<file path="src/rtl/vga_fb_scheduler_if.sv">
// Writer handshake and framebuffer RAM bus shared by the scheduler.
// The scheduler takes the slave side; writer and RAM sit on the master side.
interface vga_fb_scheduler_if #(
  parameter int ADDR_W = 15,
  parameter int DATA_W = 12
);
  logic              wr_valid;
  logic [ADDR_W-1:0] wr_addr;
  logic [DATA_W-1:0] wr_data;
  logic              wr_ready;
  logic [ADDR_W-1:0] mem_addr;
  logic              mem_we;
  logic [DATA_W-1:0] mem_wdata;
  logic [DATA_W-1:0] mem_rdata;

  modport slave (
    input  wr_valid, wr_addr, wr_data, mem_rdata,
    output wr_ready, mem_addr, mem_we, mem_wdata
  );

  modport master (
    output wr_valid, wr_addr, wr_data, mem_rdata,
    input  wr_ready, mem_addr, mem_we, mem_wdata
  );
endinterface

</file>
<file path="src/rtl/vga_fb_scheduler.sv">
// Arbitrates one single-port framebuffer RAM between VGA scanout
// reads (hard priority) and a one-entry buffered pixel writer.
module vga_fb_scheduler #(
  parameter int H_PIX    = 640,
  parameter int V_PIX    = 480,
  parameter int SCALE_SH = 2,
  parameter int DATA_W   = 12,
  parameter int ADDR_W   = 15
) (
  input  logic              clk,
  input  logic              reset,
  input  logic              isdisplayed,
  input  logic [9:0]        x,
  input  logic [9:0]        y,
  vga_fb_scheduler_if.slave bus,
  output logic [DATA_W-1:0] pix_data,
  output logic              pix_valid,
  output logic              wr_oob
);

  localparam int FB_W     = H_PIX >> SCALE_SH;
  localparam int FB_H     = V_PIX >> SCALE_SH;
  localparam int FB_WORDS = FB_W * FB_H;
  localparam logic [9:0] SUB_MASK = 10'((1 << SCALE_SH) - 1);

  typedef enum logic {
    EMPTY,
    FULL
  } state_t;

  state_t            state;
  logic [ADDR_W-1:0] buf_addr;
  logic [DATA_W-1:0] buf_data;

  logic              ds;
  logic [ADDR_W-1:0] ds_addr;
  logic              issue;
  logic              accept;
  logic              in_range;

  logic              ds_d1;
  logic              disp_d1;
  logic [DATA_W-1:0] hold;

  // The first clock of each replicated pixel group belongs to scanout.
  assign ds = isdisplayed && ((x & SUB_MASK) == 10'd0);

  assign ds_addr = ADDR_W'(y >> SCALE_SH) * ADDR_W'(FB_W)
                 + ADDR_W'(x >> SCALE_SH);

  assign issue    = (state == FULL) && !ds;
  assign in_range = 32'(bus.wr_addr) < 32'(FB_WORDS);

  // Ready whenever the buffer drains this cycle or is already empty.
  assign bus.wr_ready = (state == EMPTY) || !ds;
  assign accept       = bus.wr_valid && bus.wr_ready;

  // RAM port mux: scanout first, then the buffered write, else idle.
  always_comb begin
    bus.mem_addr  = '0;
    bus.mem_we    = 1'b0;
    bus.mem_wdata = '0;
    unique case (1'b1)
      ds: begin
        bus.mem_addr = ds_addr;
      end
      issue: begin
        bus.mem_addr  = buf_addr;
        bus.mem_we    = 1'b1;
        bus.mem_wdata = buf_data;
      end
      default: begin
      end
    endcase
  end

  // Write buffer: capture accepted in-range writes, drain on free slots.
  always_ff @(posedge clk or posedge reset) begin
    if (reset) begin
      state    <= EMPTY;
      buf_addr <= '0;
      buf_data <= '0;
      wr_oob   <= 1'b0;
    end else begin
      if (accept && in_range) begin
        state    <= FULL;
        buf_addr <= bus.wr_addr;
        buf_data <= bus.wr_data;
      end else if (issue) begin
        state <= EMPTY;
      end
      if (accept && !in_range) begin
        wr_oob <= 1'b1;
      end
    end
  end

  // Scanout: read data of a scanout slot lands next cycle, pixel after.
  always_ff @(posedge clk or posedge reset) begin
    if (reset) begin
      ds_d1     <= 1'b0;
      disp_d1   <= 1'b0;
      hold      <= '0;
      pix_valid <= 1'b0;
      pix_data  <= '0;
    end else begin
      ds_d1     <= ds;
      disp_d1   <= isdisplayed;
      pix_valid <= disp_d1;
      if (ds_d1) begin
        hold <= bus.mem_rdata;
      end
      if (!disp_d1) begin
        pix_data <= '0;
      end else if (ds_d1) begin
        pix_data <= bus.mem_rdata;
      end else begin
        pix_data <= hold;
      end
    end
  end

endmodule

</file>
<file path="src/flat_wrapper.sv">
// flat-port wrapper written by rule: the top's interface ports become plain ports
module vga_fb_scheduler_flat 
#(
  parameter int H_PIX    = 640,
  parameter int V_PIX    = 480,
  parameter int SCALE_SH = 2,
  parameter int DATA_W   = 12,
  parameter int ADDR_W   = 15
)
  (clk, reset, isdisplayed, x, y, pix_data, pix_valid, wr_oob, bus_wr_valid, bus_wr_addr, bus_wr_data, bus_mem_rdata, bus_wr_ready, bus_mem_addr, bus_mem_we, bus_mem_wdata);
  vga_fb_scheduler_if #(.ADDR_W(ADDR_W), .DATA_W(DATA_W)) bus_i ();
  input  logic clk;
  input  logic reset;
  input  logic isdisplayed;
  input  logic [9:0] x;
  input  logic [9:0] y;
  output logic [DATA_W-1:0] pix_data;
  output logic pix_valid;
  output logic wr_oob;
  input wire logic [$bits(bus_i.wr_valid)-1:0] bus_wr_valid;
  input wire logic [$bits(bus_i.wr_addr)-1:0] bus_wr_addr;
  input wire logic [$bits(bus_i.wr_data)-1:0] bus_wr_data;
  input wire logic [$bits(bus_i.mem_rdata)-1:0] bus_mem_rdata;
  output wire logic [$bits(bus_i.wr_ready)-1:0] bus_wr_ready;
  output wire logic [$bits(bus_i.mem_addr)-1:0] bus_mem_addr;
  output wire logic [$bits(bus_i.mem_we)-1:0] bus_mem_we;
  output wire logic [$bits(bus_i.mem_wdata)-1:0] bus_mem_wdata;
  assign bus_i.wr_valid = bus_wr_valid;
  assign bus_i.wr_addr = bus_wr_addr;
  assign bus_i.wr_data = bus_wr_data;
  assign bus_i.mem_rdata = bus_mem_rdata;
  assign bus_wr_ready = bus_i.wr_ready;
  assign bus_mem_addr = bus_i.mem_addr;
  assign bus_mem_we = bus_i.mem_we;
  assign bus_mem_wdata = bus_i.mem_wdata;
  vga_fb_scheduler #(.H_PIX(H_PIX), .V_PIX(V_PIX), .SCALE_SH(SCALE_SH), .DATA_W(DATA_W), .ADDR_W(ADDR_W)) u_core (.clk(clk), .reset(reset), .isdisplayed(isdisplayed), .x(x), .y(y), .bus(bus_i), .pix_data(pix_data), .pix_valid(pix_valid), .wr_oob(wr_oob));
endmodule
</file>
<file path="config.mk">
export PLATFORM = sky130hd
export DESIGN_NAME = vga_fb_scheduler_flat
export DESIGN_NICKNAME = d
export VERILOG_FILES = /design/src/rtl/vga_fb_scheduler_if.sv /design/src/rtl/vga_fb_scheduler.sv /design/src/flat_wrapper.sv
export SDC_FILE = /design/constraint.sdc
export NUM_CORES = 1
export LEC_CHECK = 0
export ABC_AREA = 0
export BUFFER_PORTS_ARGS = -buffer_cell sky130_fd_sc_hd__buf_2
export CORE_MARGIN = 1.5
export CORE_UTILIZATION = 50
export DETAILED_ROUTE_END_ITERATION = 10
export HOLD_SLACK_MARGIN = 0.12
export PLACE_DENSITY_LB_ADDON = 0.08
export SLEW_MARGIN = 20
export SYNTH_ARGS = -nofsm -noshare
export SYNTH_HDL_FRONTEND = slang
export SYNTH_SLANG_ARGS = --single-unit
</file>
<file path="constraint.sdc">
create_clock -name clk -period 2.2 [get_ports clk]
set_clock_uncertainty 0.15 [all_clocks]
set_input_delay 0 -clock clk [delete_from_list [all_inputs] [get_ports clk]]
set_output_delay 0 -clock clk [all_outputs]
set_load 0.01 [all_outputs]
</file>
==> results.tsv <==
stage	metric	value	unit
critical_path	worstSetupPathType	in -> out	
final_layout	filler_cell_count	391	
run	maxCapViolCount	0	
final_layout	final_nets	477	
synthesis	syn_nets	313	
cts	cts-buffers-inserted	5	
critical_path	critPathArrivalTime	2.04	ns
power_and_ir_drop	p_leak	2.134	nW
critical_path	critPathMaxStageDelay	0.35	ns
cts	h-tree-depth	2	
place	place_congestion	0.7751	
cts	cts_buffer_depth	2	
cts	insertion_delay	0.31	ns
grt	grt_first_pass_wirelength	10820	um
critical_path	rr_worst_depth	5	
min_path	min_to	bus_mem_addr[2]	
floorplanning	core	5574	um^2
critical_path	path_common_cell	ha_4	
cts	cts_sinks	56	
critical_path	cp_cell_sequence	buf_6 > ha_4 > ha_4 > inv_2 > fa_2 > buf_4 > nor2b_2 > o31ai_2 > xnor2_2 > nand3_1 > xor2_1 > o21ai_0 > buf_2	
route	drt_iter0_markers	98	
grt	grt_util_met1	29.61	%
cts	cts_tree	yes	
route	first_pass_iters	4	
floorplanning	start_util	52.21	%
critical_path	rr_startpoint	u_core.state	
critical_path	cp-start-kind	input port	
synthesis	ys_ff_latch	56	
final_layout	drive_gt1_share	46.98	%
sta	rsz0062_at_grt	yes	
place	dp_slack	-0.1073	ns
grt	grt.busiest_layer	met2	
power_and_ir_drop	clkPwrFrac	21.2	%
synthesis	postSynthCellCount	233	
critical_path	critical_path.top_delay_family	adder cells	
cts	ctsRootBufferMaster	clkbuf_8	
sta	maxSlewHeadroom	55.16	%
floorplanning	die_y	79.29	um
critical_path	crit_buf_inv	4	
power_and_ir_drop	cellPowerDensity	623.1	nW/um^2
place	hpwl	4426	um
critical_path	cp_data_required_time	2.05	ns
power_and_ir_drop	p_comb_share	31.5	%
place	dp_cells	414	
floorplanning	die_w	79.29	um
critical_path	path_max_fanout	3	
grt	globalRouteMet3Util	4.138	%
route	ant_nets	0	
floorplanning	boundaryPins	106	
floorplanning	die-area	6287	um^2
grt	antenna_found_initial	0	
synthesis	mappedNetlistArea	2910	um^2
min_path	holdPathStages	3	
min_path	hold_start	x[4]	
final_layout	n_antenna_cell	0	
synthesis	yosys_warnings	0	
route	wl_per_cell	14.34	um
grt	grt_overflow	0	
sta	maxSlewViolCount	0	
sta	tns	0	ns
min_path	hold_class	in -> out	
grt	grt_pass1_vias	2350	
run_status	status	finished, final reports clean	
final_layout	instances_no_fill	470	
final_layout	area_growth	45.70	%
synthesis	synthDistinctLibCells	39	
power_and_ir_drop	p_switching	0.7548	mW
power_and_ir_drop	internal-power	1.887	mW
grt	grt_max_degree	57	
grt	grtUsageTotal	22.47	%
synthesis	yosysSeqAreaShare	48.15	%
power_and_ir_drop	seq_power_share	47.3	%
critical_path	rrSetupSlack	0.50	ns
route	drt_wl_total	6738	um
floorplanning	rows	27	
sta	tightest_slew	0.6726	ns
sta	clock.fmax	0.4576	GHz
critical_path	timing.rr.end	u_core.buf_addr[1]	
power_and_ir_drop	p_sw_share	28.57	%
route	drcViolationCount	0	
critical_path	critPathCaptureType	primary output	
critical_path	slowest_stage	fa_2	
power_and_ir_drop	ir_drop	396.9	uV
sta	period_needed	2.185	ns
sta	setup_ws	0.01487	ns
grt	gr-usage-met2	37.78	%
place	io_buffer_count	103	
sta	setup_violations	0	
route	viasPerCell	4.979	
sta	fin_crit_sh	99.32	%
synthesis	syn_area_per_cell	12.49	um^2
route	vias	2340	
sta	hold_viol_final	0	
==> worst max-delay path by stage <==
stage	endpoint	startpoint	depth (start not counted)	slack, ns
after floorplan	bus_mem_addr[14]	y[3]	10	0.1
after global placement	bus_mem_addr[14]	y[3]	12	-0.06
after detailed placement	bus_mem_addr[14]	y[3]	12	-0.11
after CTS	bus_mem_addr[14]	y[5]	12	0.02
after global routing	bus_mem_addr[14]	y[3]	12	-0.09
final	bus_mem_addr[13]	y[3]	13	0.01
==> metal layers <==
layer | up-vias | wire length [um]
met5 | - | 0
met4 | 0 | 73
met3 | 8 | 222
met2 | 58 | 3365
met1 | 1121 | 3077
li1 | 1153 | -
==> placed cells by master (no fill, tap or decap), drive strengths merged, types with 8 or more instances in the layout <==
master and count:
nand2 9, o21ai 9, mux2 38, nand3 9, dfrtp 56, ha 15, dlygate4sd3 45, nor2 11
xnor2 8, and2 14, buf 122, and3 12
==> flip-flops by register name, summed over array words and instances, names as in the netlist, 12 cells and up <==
register         count
u_core.buf_data     12
u_core.pix_data     12
u_core.hold         12
u_core.buf_addr     15
==> worst register-to-register path, stage by stage (launching register included) <==
cell and delay (ns):
dfrtp_1 0.39, nand2_1 0.13, nand2_1 0.14, a21oi_4 0.15, buf_4 0.30, mux2_4 0.34
==> Yosys cell counts <==
cell type | count | area share, %
dfrtp_1 | 56 | 48
mux2_2 | 19 | 7.4
mux2_4 | 19 | 9.8
ha_1 | 15 | 6.4
and2_1 | 14 | 3.0
and3_1 | 12 | 2.6
nor2_1 | 11 | 1.4
nand2_1 | 9 | 1.2
nand3_1 | 9 | 1.5
xnor2_1 | 8 | 2.4
a22o_1 | 7 | 2.1
clkbuf_1 | 7 | 0.90
o21ai_0 | 7 | 1.2
inv_1 | 6 | 0.77
a21o_1 | 4 | 1.0
a211oi_1 | 2 | 0.52
a31oi_1 | 2 | 0.43
buf_12 | 2 | 1.4
fa_1 | 2 | 1.4
nor2b_1 | 2 | 0.43
o21ai_1 | 2 | 0.34
a211o_1 | 1 | 0.30
a211oi_2 | 1 | 0.43
a21oi_4 | 1 | 0.56
a41o_2 | 1 | 0.39
buf_1 | 1 | 0.13
nand2b_1 | 1 | 0.22
nand4b_1 | 1 | 0.30
nor3b_1 | 1 | 0.26
nor4_2 | 1 | 0.43
nor4b_1 | 1 | 0.30
o211ai_1 | 1 | 0.26
o21ba_2 | 1 | 0.34
o22a_1 | 1 | 0.30
o311a_1 | 1 | 0.34
o311ai_0 | 1 | 0.30
o31ai_1 | 1 | 0.26
or2_2 | 1 | 0.22
xor2_1 | 1 | 0.30
==> final cells by class <==
| cell class | count | area [um^2] | share of cell area [%] |
|---|---|---|---|
| clock buffer | 5 | 68.82 | 1.623 |
| sequential | 56 | 1401 | 33.05 |
| clock inverter | 3 | 21.27 | 0.5016 |
| inverter | 6 | 22.52 | 0.5311 |
| timing repair buffer | 167 | 1121 | 26.44 |
| tap | 72 | 90.09 | 2.125 |
| multi-input combinational | 161 | 1515 | 35.73 |
==> stage by stage <==
| stage | area (um^2) | hold WS (ns) | util [%] | total power [mW] |
|---|---|---|---|---|
| final | 4240 | 0.1518 | 76.07 | 2.642 |
| after global routing | 4240 | 0.1712 | 76.07 | 2.799 |
| after CTS | 4188 | 0.1566 | 75.13 | 2.640 |
| after detailed placement | 3566 | -0.001400 | 63.97 | 1.977 |
| after global placement | 3566 | -0.01365 | 63.97 | 1.954 |
| after floorplan | 2910 | -0.1186 | - | 1.723 |
==> power by group through the flow <==
stage	Clock (mW)	Combinational [mW]	Sequential (mW)
after detailed placement	0	0.712	1.26
after global placement	0	0.695	1.26
final	0.560	0.833	1.25
after global routing	0.622	0.912	1.26
after CTS	0.581	0.811	1.25
after floorplan	0	0.465	1.26
==> what timing repair did <==
action | in CTS | in global routing
setup endpoints to repair | 3 | 4
gates resized for setup | 10 | 10
gates cloned | 0 | 0
hold buffers | 45 | 0
pin swaps | 7 | 10
buffers inserted | 2 | 1
hold endpoints to repair | 110 | 0
==> cells by family after synthesis <==
kind of cell             share of synthesized area [%]
AND/OR/NAND/NOR                                  11.87
flip-flops                                       48.15
multiplexers                                     17.15
AO/OA/AOI/OAI                                    9.115
adder cells (fa/ha/maj)                          7.825
buffers and inverters                            3.181
XOR/XNOR                                         2.709
(Power assumes the default switching activity.)
